File: src/rtl/display_pkg.sv
// Shared types and geometry constants for the display fetch path.
package display_pkg;

    localparam int PIX_W_DEF      = 24;
    localparam int SRC_W_DEF      = 80;
    localparam int SRC_H_DEF      = 60;
    localparam int SCALE_LOG2_DEF = 3;

    typedef logic [PIX_W_DEF-1:0] pixel_t;

    // Output raster dimension for a source dimension and upscale exponent.
    function automatic int out_dim(input int src, input int scale_log2);
        return src << scale_log2;
    endfunction

    localparam int OUT_W_DEF = SRC_W_DEF << SCALE_LOG2_DEF;
    localparam int OUT_H_DEF = SRC_H_DEF << SCALE_LOG2_DEF;

endpackage

File: src/rtl/pixel_skid_buf.sv
// Two-entry show-ahead buffer; dout is the head entry whenever occ != 0.
module pixel_skid_buf
#(
    parameter int W = 26
)
(
    input  logic         clk,
    input  logic         rst,
    input  logic         push,
    input  logic         pop,
    input  logic [W-1:0] din,
    output logic [W-1:0] dout,
    output logic [1:0]   occ
);

    logic [W-1:0] e0, e1;

    assign dout = e0;

    // FIFO-ordered storage; push while full is prevented upstream.
    always_ff @(posedge clk or negedge rst) begin
        if (!rst) begin
            e0  <= '0;
            e1  <= '0;
            occ <= 2'd0;
        end else begin
            case (occ)
                2'd0: begin
                    if (push) begin
                        e0  <= din;
                        occ <= 2'd1;
                    end
                end
                2'd1: begin
                    if (push && pop) begin
                        e0 <= din;
                    end else if (push) begin
                        e1  <= din;
                        occ <= 2'd2;
                    end else if (pop) begin
                        occ <= 2'd0;
                    end
                end
                default: begin
                    if (pop) begin
                        e0 <= e1;
                        if (push) begin
                            e1  <= din;
                            occ <= 2'd2;
                        end else begin
                            occ <= 2'd1;
                        end
                    end
                end
            endcase
        end
    end

endmodule

File: src/rtl/display_fetch.sv
// Pixel fetch engine: walks the source frame with integer upscaling and
// streams pixels to the display FIFO through a 2-entry skid buffer.
module display_fetch
    import display_pkg::*;
#(
    parameter int PIX_W      = PIX_W_DEF,
    parameter int ADDR_W     = 13,
    parameter int SRC_W      = SRC_W_DEF,
    parameter int SRC_H      = SRC_H_DEF,
    parameter int SCALE_LOG2 = SCALE_LOG2_DEF
)
(
    input  logic              clk,
    input  logic              rst,
    input  logic              en,
    input  logic              fifo_full,
    input  logic [PIX_W-1:0]  pixel_in,
    output logic [ADDR_W-1:0] addr,
    output logic [PIX_W-1:0]  pixel_out,
    output logic              fifo_write,
    output logic              sof,
    output logic              frame_done
);

    localparam int OUT_W = out_dim(SRC_W, SCALE_LOG2);
    localparam int OUT_H = out_dim(SRC_H, SCALE_LOG2);
    localparam int XW    = $clog2(OUT_W + 1);
    localparam int YW    = $clog2(OUT_H + 1);
    localparam int EW    = PIX_W + 2;

    localparam logic [XW-1:0]     X_LAST    = XW'(OUT_W - 1);
    localparam logic [YW-1:0]     Y_LAST    = YW'(OUT_H - 1);
    localparam logic [YW-1:0]     REP_MASK  = YW'((1 << SCALE_LOG2) - 1);
    localparam logic [ADDR_W-1:0] LINE_STEP = ADDR_W'(SRC_W);

    logic [XW-1:0]     ox;
    logic [YW-1:0]     oy;
    logic [ADDR_W-1:0] line_base;
    logic              pending, pend_sof, pend_last;
    logic [1:0]        occ;
    logic [EW-1:0]     head;
    logic [2:0]        fill;
    logic              pop, issue;
    logic              at_x_last, at_y_last, line_rep_done;

    // Head entry layout: {sof tag, last tag, pixel}.
    pixel_skid_buf #(.W(EW)) u_skid (
        .clk  (clk),
        .rst  (rst),
        .push (pending),
        .pop  (pop),
        .din  ({pend_sof, pend_last, pixel_in}),
        .dout (head),
        .occ  (occ)
    );

    assign pop        = (occ != 2'd0) && !fifo_full;
    assign fifo_write = pop;
    assign pixel_out  = head[PIX_W-1:0];
    assign sof        = pop && head[PIX_W+1];

    // Pixels already owed to the buffer after this edge must leave room.
    assign fill  = {1'b0, occ} + {2'b00, pending} - {2'b00, pop};
    assign issue = en && (fill < 3'd2);

    assign at_x_last     = (ox == X_LAST);
    assign at_y_last     = (oy == Y_LAST);
    // Last replica of a source line: next output line uses the next source line.
    assign line_rep_done = ((oy & REP_MASK) == REP_MASK);

    // Read issue, raster position walk and frame_done pulse.
    always_ff @(posedge clk or negedge rst) begin
        if (!rst) begin
            addr       <= '0;
            ox         <= '0;
            oy         <= '0;
            line_base  <= '0;
            pending    <= 1'b0;
            pend_sof   <= 1'b0;
            pend_last  <= 1'b0;
            frame_done <= 1'b0;
        end else begin
            pending    <= issue;
            frame_done <= pop && head[PIX_W];
            if (issue) begin
                addr      <= line_base + ADDR_W'(ox >> SCALE_LOG2);
                pend_sof  <= (ox == '0) && (oy == '0);
                pend_last <= at_x_last && at_y_last;
                if (at_x_last) begin
                    ox <= '0;
                    if (at_y_last) begin
                        oy        <= '0;
                        line_base <= '0;
                    end else begin
                        oy <= oy + YW'(1);
                        if (line_rep_done)
                            line_base <= line_base + LINE_STEP;
                    end
                end else begin
                    ox <= ox + XW'(1);
                end
            end
        end
    end

endmodule

File: config.mk
export PLATFORM = sky130hd
export DESIGN_NAME = display_fetch
export DESIGN_NICKNAME = d
export VERILOG_FILES = /design/src/rtl/display_pkg.sv /design/src/rtl/pixel_skid_buf.sv /design/src/rtl/display_fetch.sv
export SDC_FILE = /design/constraint.sdc
export NUM_CORES = 1
export LEC_CHECK = 0
export ABC_CLOCK_PERIOD_IN_PS = 3400
export BUFFER_PORTS_ARGS = -buffer_cell sky130_fd_sc_hd__clkbuf_2
export CORE_ASPECT_RATIO = 0.75
export CORE_MARGIN = 4
export CORE_UTILIZATION = 57
export CTS_CLUSTER_SIZE = 40
export DETAILED_ROUTE_END_ITERATION = 8
export PLACE_DENSITY = 0.76
export SLEW_MARGIN = 15
export SYNTH_ARGS = -nofsm -noshare
export SYNTH_HDL_FRONTEND = slang
export SYNTH_SLANG_ARGS = --single-unit
File: constraint.sdc
create_clock -name clk -period 3.4 [get_ports clk]
set_clock_uncertainty 0.15 [all_clocks]
set_input_delay 0.17 -clock clk [delete_from_list [all_inputs] [get_ports clk]]
set_output_delay 0.17 -clock clk [all_outputs]
set_load 0.01 [all_outputs]
## Word-level counts from Yosys, hierarchy flattened

Cells that the tools add are included.

- Memories kept: 0
- Latch bits: 0
- Output and inout port bits: 40
- Memory bits (writable): 0
- Flip-flop bits (word level): 103
- Memory bits (read-only): 0

- Equality and inequality tests: 8
- Reduce and logical (&&, ||, !) cells: 20
- Add/subtract/negate cells: 6
- Divide/modulo/power cells: 0
- Order comparisons: 1
- Mux-type cells: 19
- $mul: 0
- Shift-type cells: 0
- Bitwise operators: 1

Operators by type and width:

| kind | number |
|---|---|
| two-way mux 26 bit | 6 |
| one-hot mux 26 bit (2 select lines) | 2 |
| two-way mux 13 bit | 2 |
| adder 13 x 7 -> 13 bit | 1 |
| adder 13 x 7 -> 13 bit (second input constant) | 1 |
| two-way mux 2 bit | 6 |
| adder 10 x 1 -> 10 bit (second input constant) | 1 |
| equality test 10 bit (second input constant) | 1 |
| zero test 10 bit | 1 |
| two-way mux 10 bit | 1 |
| adder 9 x 1 -> 9 bit (second input constant) | 1 |
| equality test 9 bit (second input constant) | 1 |
| zero test 9 bit | 1 |
| two-way mux 9 bit | 1 |
| AND reduction 3 bit | 3 |
| logical AND 1 bit | 7 |
| nonzero test 2 bit | 3 |
| != test 2 bit (second input constant) | 2 |
| one-hot mux 2 bit (2 select lines) | 1 |
| AND reduction 4 bit | 1 |
| adder 2 x 1 -> 3 bit | 1 |
| equality test 3 bit (second input constant) | 1 |
| less-than comparator 3 x 2 -> 1 bit (second input constant) | 1 |
| != test 3 bit (second input constant) | 1 |
| 8 further kinds | 8 |

## Depth between registers and ports, before layout

Gate-level depths: netlist of the first run.

- Depth in word-level cells: 6
- Mapped depth: 13

## By module

Synthesis of the first run repeated with hierarchy kept, for this count alone.

- Cells, all modules: 535
- Area total of the unflattened synthesis: 5569.1 µm²

Modules (own cells, without submodules):

| module | sequential area each (µm²) | cells an instance | area each (µm²) | times used |
|---|---|---|---|---|
| pixel_skid_buf | 1351.3 | 276 | 3166.8 | 1 |
| display_fetch | 1126.1 | 259 | 2402.3 | 1 |

## Worst setup path after synthesis of the first run

Ideal clock, no wire load.

- Path kind: register -> register
- Start point: reg u_skid.occ[1]
- End point: reg line_base[11]
- Cell stages (with the launch flop): 11
- Arrival time: 2.506 ns
- Library setup time: 0.079 ns
- Setup slack: 0.665 ns
- Data required time: 3.171 ns
- Cell sequence: dfrtp_1 buf_6 inv_1 nor3_1 o21ai_0 fa_1 nand2_1 or2_0 buf_2 or4b_1 mux2i_1

- Word-level cells in the longest chain between the ends: 6

Ends and longest elaborated chain:

| what | line | RTL |
|---|---|---|
| start: declaration | pixel_skid_buf.sv:13 | `output logic [1:0] occ` |
| start signal: assignment | pixel_skid_buf.sv:25 | `occ <= 2'd0;` |
| start signal: assignment | pixel_skid_buf.sv:31 | `occ <= 2'd1;` |
| start signal: assignment | pixel_skid_buf.sv:39 | `occ <= 2'd2;` |
| branches (longest 2 deep; another with adder 2 x 1 -> 3 bit) | n/a |  |
| subtractor 3 x 1 -> 3 bit (*) | display_fetch.sv:63 | `assign fill = {1'b0, occ} + {2'b00, pending} - {2'b00, pop};` |
| less-than comparator 3 x 2 -> 1 bit (*) | display_fetch.sv:64 | `assign issue = en && (fill < 3'd2);` |
| logical AND 1 bit (*) | display_fetch.sv:64 |  |
| AND reduction 3 bit (no source line) (*) | n/a |  |
| end signal: assignment | display_fetch.sv:97 | `line_base <= line_base + LINE_STEP;` |
| end: declaration | display_fetch.sv:38 | `logic [ADDR_W-1:0] line_base;` |

Mark *: on every way between the ends.
A chain may end at the register's enable or synchronous reset.

## Worst setup path after layout of the first run

Ends and elaborated chain as after synthesis.

==> flow_summary.ini, run 1 <==
[place]
post-place-cells = 594
place_ws_ns = 0.164
dp_hpwl_um = 6650
port_buffers = 67
gp_congestion = 0.847

[drt]
vias = 3638
drtIter0Drc = 321
viasPerCell = 5.73
drc_errors = 0
dr.pass1.iters = 5
wl_um = 10100
wl_per_cell_um = 15.9
postRouteAntennaNets = 0

[grt]
grt_pass1_wl_um = 17000
track_usage = 0.209
grt_pass1_vias = 3690
antenna_found_initial = 0
grt_start_max_net_pins = 58
grt-ovfl-total = 0

[synthesis]
synth_xor_area_frac = 0.0250
syn_avg_cell_area_um2 = 10.5
synth_top_area_frac = 0.506
synthTopCellsByCount = dfrtp_1, nor2_1, a21oi_1
async_flop_share = 1.00
ys_seq_area_frac = 0.506
synth_fa_ha_area_frac = 0.0296
synth_nets = 505
synth-main-ff-cell = dfrtp_1
synth-simple-area-share = 0.125
ys_top_cells_by_area = dfrtp_1, mux2_2, mux2i_1
synth_mux_area_frac = 0.123
synth_edf_count = 0
ys_ff_latch = 99
synth.most_common_cell = dfrtp_1
syn_area_mm2 = 0.00490
synth_top_area_cell = dfrtp_1
ys_types = 45
synth_top_family_by_area = simple AND/OR/NAND/NOR gates
synth_compound_area_frac = 0.118
synth_warnings = 0
syn_inst = 466

[sta]
slew_violations = 0
fmax_mhz = 320
relSlewSlack = 0.378
hold_violations = 0
post-route-min-period_ns = 3.13
min_period_over_period = 0.919
hold_slack_ns = 0.0404
max_slew.worst_pin.slew_ns = 0.934
fin_ws_ns = 0.275
fin_tns_setup_ns = 0
setup_viol = 0
rsz0062_at_grt = false

[clocking]
clock_latency_ns = 0.34
clock-sinks = 99
ctsLongestPathBuffers = 2
h-tree-depth = 3
cts_tree = done
cts_root_buf = clkbuf_16
cts_buffers = 9
postCtsSetupBuffers = 0
clk_pin_slew_worst_paths_ns = 0.07

[die]
initial_core_util = 0.603
num_rows = 28
die_x_um = 115
fp.dieH_um = 88.3
dieArea_mm2 = 0.0102
coreArea_mm2 = 0.00813
ios = 68

[critical_path]
critPathMaxFanout = 25
reg2reg_from = u_skid.occ[1]
required_ns = 3.52
crit_path_max_incr_delay_ns = 0.54
crit_top_cell = buf_4
critPathSlowestCell = or4b_1
path_cells = inv_1 > nor3_1 > o21ai_0 > fa_1 > nand2_1 > or2_0 > buf_4 > buf_4 > or4b_1 > mux2i_1
worst_ep_arrival_time_ns = 3.25
setup.worst_path.start_class = flop
cp-startpoint = u_skid.occ[1]
cp-end-kind = flop
worst-setup-path-type = flop to flop

[worst_hold_path]
min_path_type = input pin to flop
worstHoldStart = fifo_full

[pwr]
seqPwrFrac = 0.406
p_sw_mw = 1.63
pwr-share-clk = 0.241
cellPowerDensity_mw_per_mm2 = 804
power_mw = 4.59
vdd_ir_drop_max_uv = 548
p_int_mw = 2.97
p_comb_frac = 0.353
power_leakage_nw = 2.56
swShare = 0.354

[finish]
area_delta_synth_final_pct = 16.6
antennaDiodeCount = 0
drive_gt1_frac = 0.226
nets = 564
layout.cells.non_filler = 635

[outcome]
outcome = finished, final reports clean

[flow_run]
drv_cap = 0
metrics by stage:
step	area [µm²]	utilization
floorplan	4900	-
global placement	5130	0.631
detailed placement	5130	0.631
CTS	5710	0.702
global route	5710	0.703
finish	5710	0.703
cell usage in the layout, fill, tap and decap left out, types with 3 or more instances in the layout:
| master | n |
|---|---|
| clkbuf_2 | 66 |
| nand4_1 | 10 |
| ha_1 | 10 |
| nor3_1 | 3 |
| mux2_2 | 27 |
| a31oi_1 | 5 |
| mux2i_1 | 30 |
| a22oi_1 | 3 |
| nand3_1 | 11 |
| buf_4 | 7 |
| nor4_1 | 5 |
| a21oi_1 | 32 |
| o31ai_1 | 17 |
| xnor2_1 | 10 |
| o21ai_0 | 25 |
| and3_1 | 6 |
| a211oi_1 | 5 |
| clkbuf_16 | 9 |
| dlygate4sd3_1 | 25 |
| xor2_1 | 4 |
| and2_1 | 5 |
| inv_1 | 12 |
| nand2_1 | 28 |
| or3_1 | 4 |
| nor2_1 | 40 |
| dfrtp_1 | 98 |
registers in the layout (all words and copies together), names as in the netlist:
name,count
pend_sof,1
u_skid.dout,26
ox,10
line_base,9
oy,9
u_skid.occ,2
pending,1
frame_done,1
addr,13
u_skid.e1,26
pend_last,1
final timing paths:
| check | slack, ns | depth (start not counted) | endpoint |
|---|---|---|---|
| setup / recovery | 0.28 | 10 | line_base[11] |
| min in group asynchronous | 0.20 | 2 | u_skid.dout[10] |
| hold reg to reg | 0.34 | 2 | addr[4] |
| max in group asynchronous | 2.21 | 3 | pend_sof |
| setup reg to reg | 0.28 | 10 | line_base[11] |
| hold / removal | 0.04 | 3 | u_skid.occ[1] |
metal layers:
layer | global-route usage | routed length [µm]
met5 | 0 | 0
met4 | 0.0693 | 133
met3 | 0.0492 | 658
met2 | 0.344 | 4810
met1 | 0.278 | 4480
final cells by class:
class | count | area [µm²]
Clock buffer | 11 | 243
Timing Repair Buffer | 99 | 653
Inverter | 13 | 52.6
Clock inverter | 5 | 85.1
Multi-Input combinational cell | 303 | 2070
Sequential cell | 99 | 2480
Tap cell | 105 | 131
Fill cell | 617 | 2420
power by group through the flow:
stage	Combinational [mW]	Sequential, mW	Clock (mW)
CTS	1.63	1.86	1.13
global route	1.81	1.92	1.18
detailed placement	1.59	1.88	0
floorplan	1.33	1.84	0
finish	1.62	1.86	1.11
global placement	1.53	1.86	0
critical path, delay by kind of cell (launching register included):
family / cells / cell delay [ns]
buffers and inverters: 3 / 0.48
AND/OR/NAND/NOR: 4 / 1.18
adder cells (fa/ha/maj): 1 / 0.51
AO/OA/AOI/OAI: 1 / 0.20
multiplexers: 1 / 0.14
flip-flops: 1 / 0.38
timing repair:
item                                    4_1_cts  5_1_grt
endpoints found under the setup margin        0       12
endpoints found under the hold margin        79        0
hold buffers                                 25        0
resized for setup                             0        1
kinds of logic after synthesis:
group / after synthesis
simple gates: 124
flops: 99
compound gates: 96
buf+inv: 64
mux: 57
xor+xnor: 14
fa+ha+maj: 11
other cells: 1
Note: power is estimated with default switching activity, not from simulation.
==> inputs of run 2 (changes only) <==
Settings changed: PLACE_DENSITY 0.76 to default, PLACE_DENSITY_LB_ADDON from default to 0.08.
==> run 2 against run 1 <==
Cell area rose by 0.28%. Hold slack improved by 0.029 ns. Maximum frequency rose by 4.3%. Critical path type unchanged. Largest cell class unchanged.
==> flow_summary.ini, run 2 (synthesis gave the netlist of run 1 again) <==
[clocking]
h-tree-depth = 3
ctsResizeCount = 0
postCtsSetupBuffers = 0
clk_pin_slew_worst_paths_ns = 0.07
clock_latency_ns = 0.35
cts_tree = done
cts_buffers = 9
cts_root_buf = clkbuf_16
ctsLongestPathBuffers = 2
clock-sinks = 99
postCtsHoldBufs = 25

[grt]
grt_start_max_net_pins = 71
track_usage = 0.220
grt_pass1_vias = 3582
grt-ovfl-total = 0
grt_pass1_wl_um = 17600
antenna_found_initial = 0

[finish]
final_cell_mix = dfrtp_1, clkbuf_2, nor2_1
multi_input_area_mm2 = 0.00207
antennaDiodeCount = 0
drive_gt1_frac = 0.224
n_fill_cell = 628
layout.cells.non_filler = 636
nets = 565
final_common_cell = dfrtp_1
area_delta_synth_final_pct = 16.9
register_area_mm2 = 0.00248

[sta]
relSlewSlack = 0.255
min_period_over_period = 0.881
fin_tns_setup_ns = 0
setup_viol = 0
post-route-min-period_ns = 3.00
fmax_mhz = 334
slew_violations = 0
rsz0062_at_grt = false
hold_violations = 0
max_slew.worst_pin.slew_ns = 1.11

[drt]
wl_per_cell_um = 16.4
vias = 3611
viasPerCell = 5.68
wl_um = 10400
postRouteAntennaNets = 0
drc_errors = 0
drtIter0Drc = 234
dr.pass1.iters = 5

[place]
port_buffers = 67
dp_hpwl_um = 7050
gp_congestion = 0.827
post-place-cells = 595

[pwr]
pwr-share-clk = 0.239
vdd_ir_drop_max_uv = 465
p_comb_frac = 0.361
cellPowerDensity_mw_per_mm2 = 814
p_sw_mw = 1.64
swShare = 0.351
seqPwrFrac = 0.400
power_leakage_nw = 2.58
p_int_mw = 3.02

[die]
ios = 68
initial_core_util = 0.603
coreArea_mm2 = 0.00813
dieArea_mm2 = 0.0102
fp.dieH_um = 88.3
die_x_um = 115
num_rows = 28

[critical_path]
worst_ep_arrival_time_ns = 3.12
cp-end-kind = flop
setup.worst_path.start_class = flop
worst-setup-path-type = flop to flop
critPathMaxFanout = 14
required_ns = 3.52
cp-startpoint = u_skid.occ[0]
reg2reg_from = u_skid.occ[0]

[worst_hold_path]
worstHoldStart = fifo_full
min_path_type = input pin to flop

[flow_run]
drv_cap = 0

[outcome]
outcome = finished, final reports clean
## run 2: cell count changes in the layout (fill, tap and decap cells not counted), sizes merged
| cell | delta |
|---|---|
| buf | +1 |
| clkinvlp | -1 |
| clkbuf | +1 |
## run 2: power groups by stage
stage	clock network (mW)	registers (mW)	logic (mW)
final	1.12	1.86	1.68
after floorplan	0	1.84	1.33
after global routing	1.19	1.92	1.87
after detailed placement	0	1.88	1.66
after global placement	0	1.86	1.60
after CTS	1.13	1.86	1.70
## run 2: layer usage
metal,global-route usage,wire [µm]
met5,0,0
met4,0.0608,98
met3,0.0574,550
met2,0.349,4840
met1,0.303,4930
## run 2: final timing paths
kind | slack [ns] | cells past startpoint | to
worst min register to register | 0.34 | 2 | addr[1]
min in group asynchronous | 0.32 | 2 | u_skid.dout[12]
worst min-delay path | 0.07 | 3 | u_skid.occ[1]
worst max-delay path | 0.40 | 9 | ox[6]
worst max register to register | 0.40 | 9 | ox[6]
max in group asynchronous | 2.00 | 3 | u_skid.dout[19]
## run 2: stage by stage
stage               utilization  worst slack, ns  power [mW]  hold slack [ns]  cell area [µm²]
floorplan                     -            0.665        3.17           -0.276             4900
global placement          0.633            0.575        3.46            0.193             5150
detailed placement        0.633            0.429        3.55            0.204             5150
CTS                       0.705            0.403        4.69           0.0603             5730
global route              0.705            0.217        4.97           0.0818             5730
finish                    0.705            0.405        4.66           0.0691             5730
## run 2: cell type report
class,instances,share of cell area
Clock buffer,12,0.0448
Clock inverter,4,0.0127
Inverter,13,0.00852
Multi-Input combinational cell,303,0.361
Sequential cell,99,0.433
Tap cell,105,0.0229
Timing Repair Buffer,100,0.118
## run 2: critical path, cell delays in order, from the launching register on
cell and delay (ns):
dfrtp_1 0.41, nor3_1 0.34, o21ai_0 0.18, fa_1 0.50, nand2_1 0.10, or2_0 0.33
inv_1 0.31, buf_4 0.26, and3_1 0.19, xor2_1 0.14
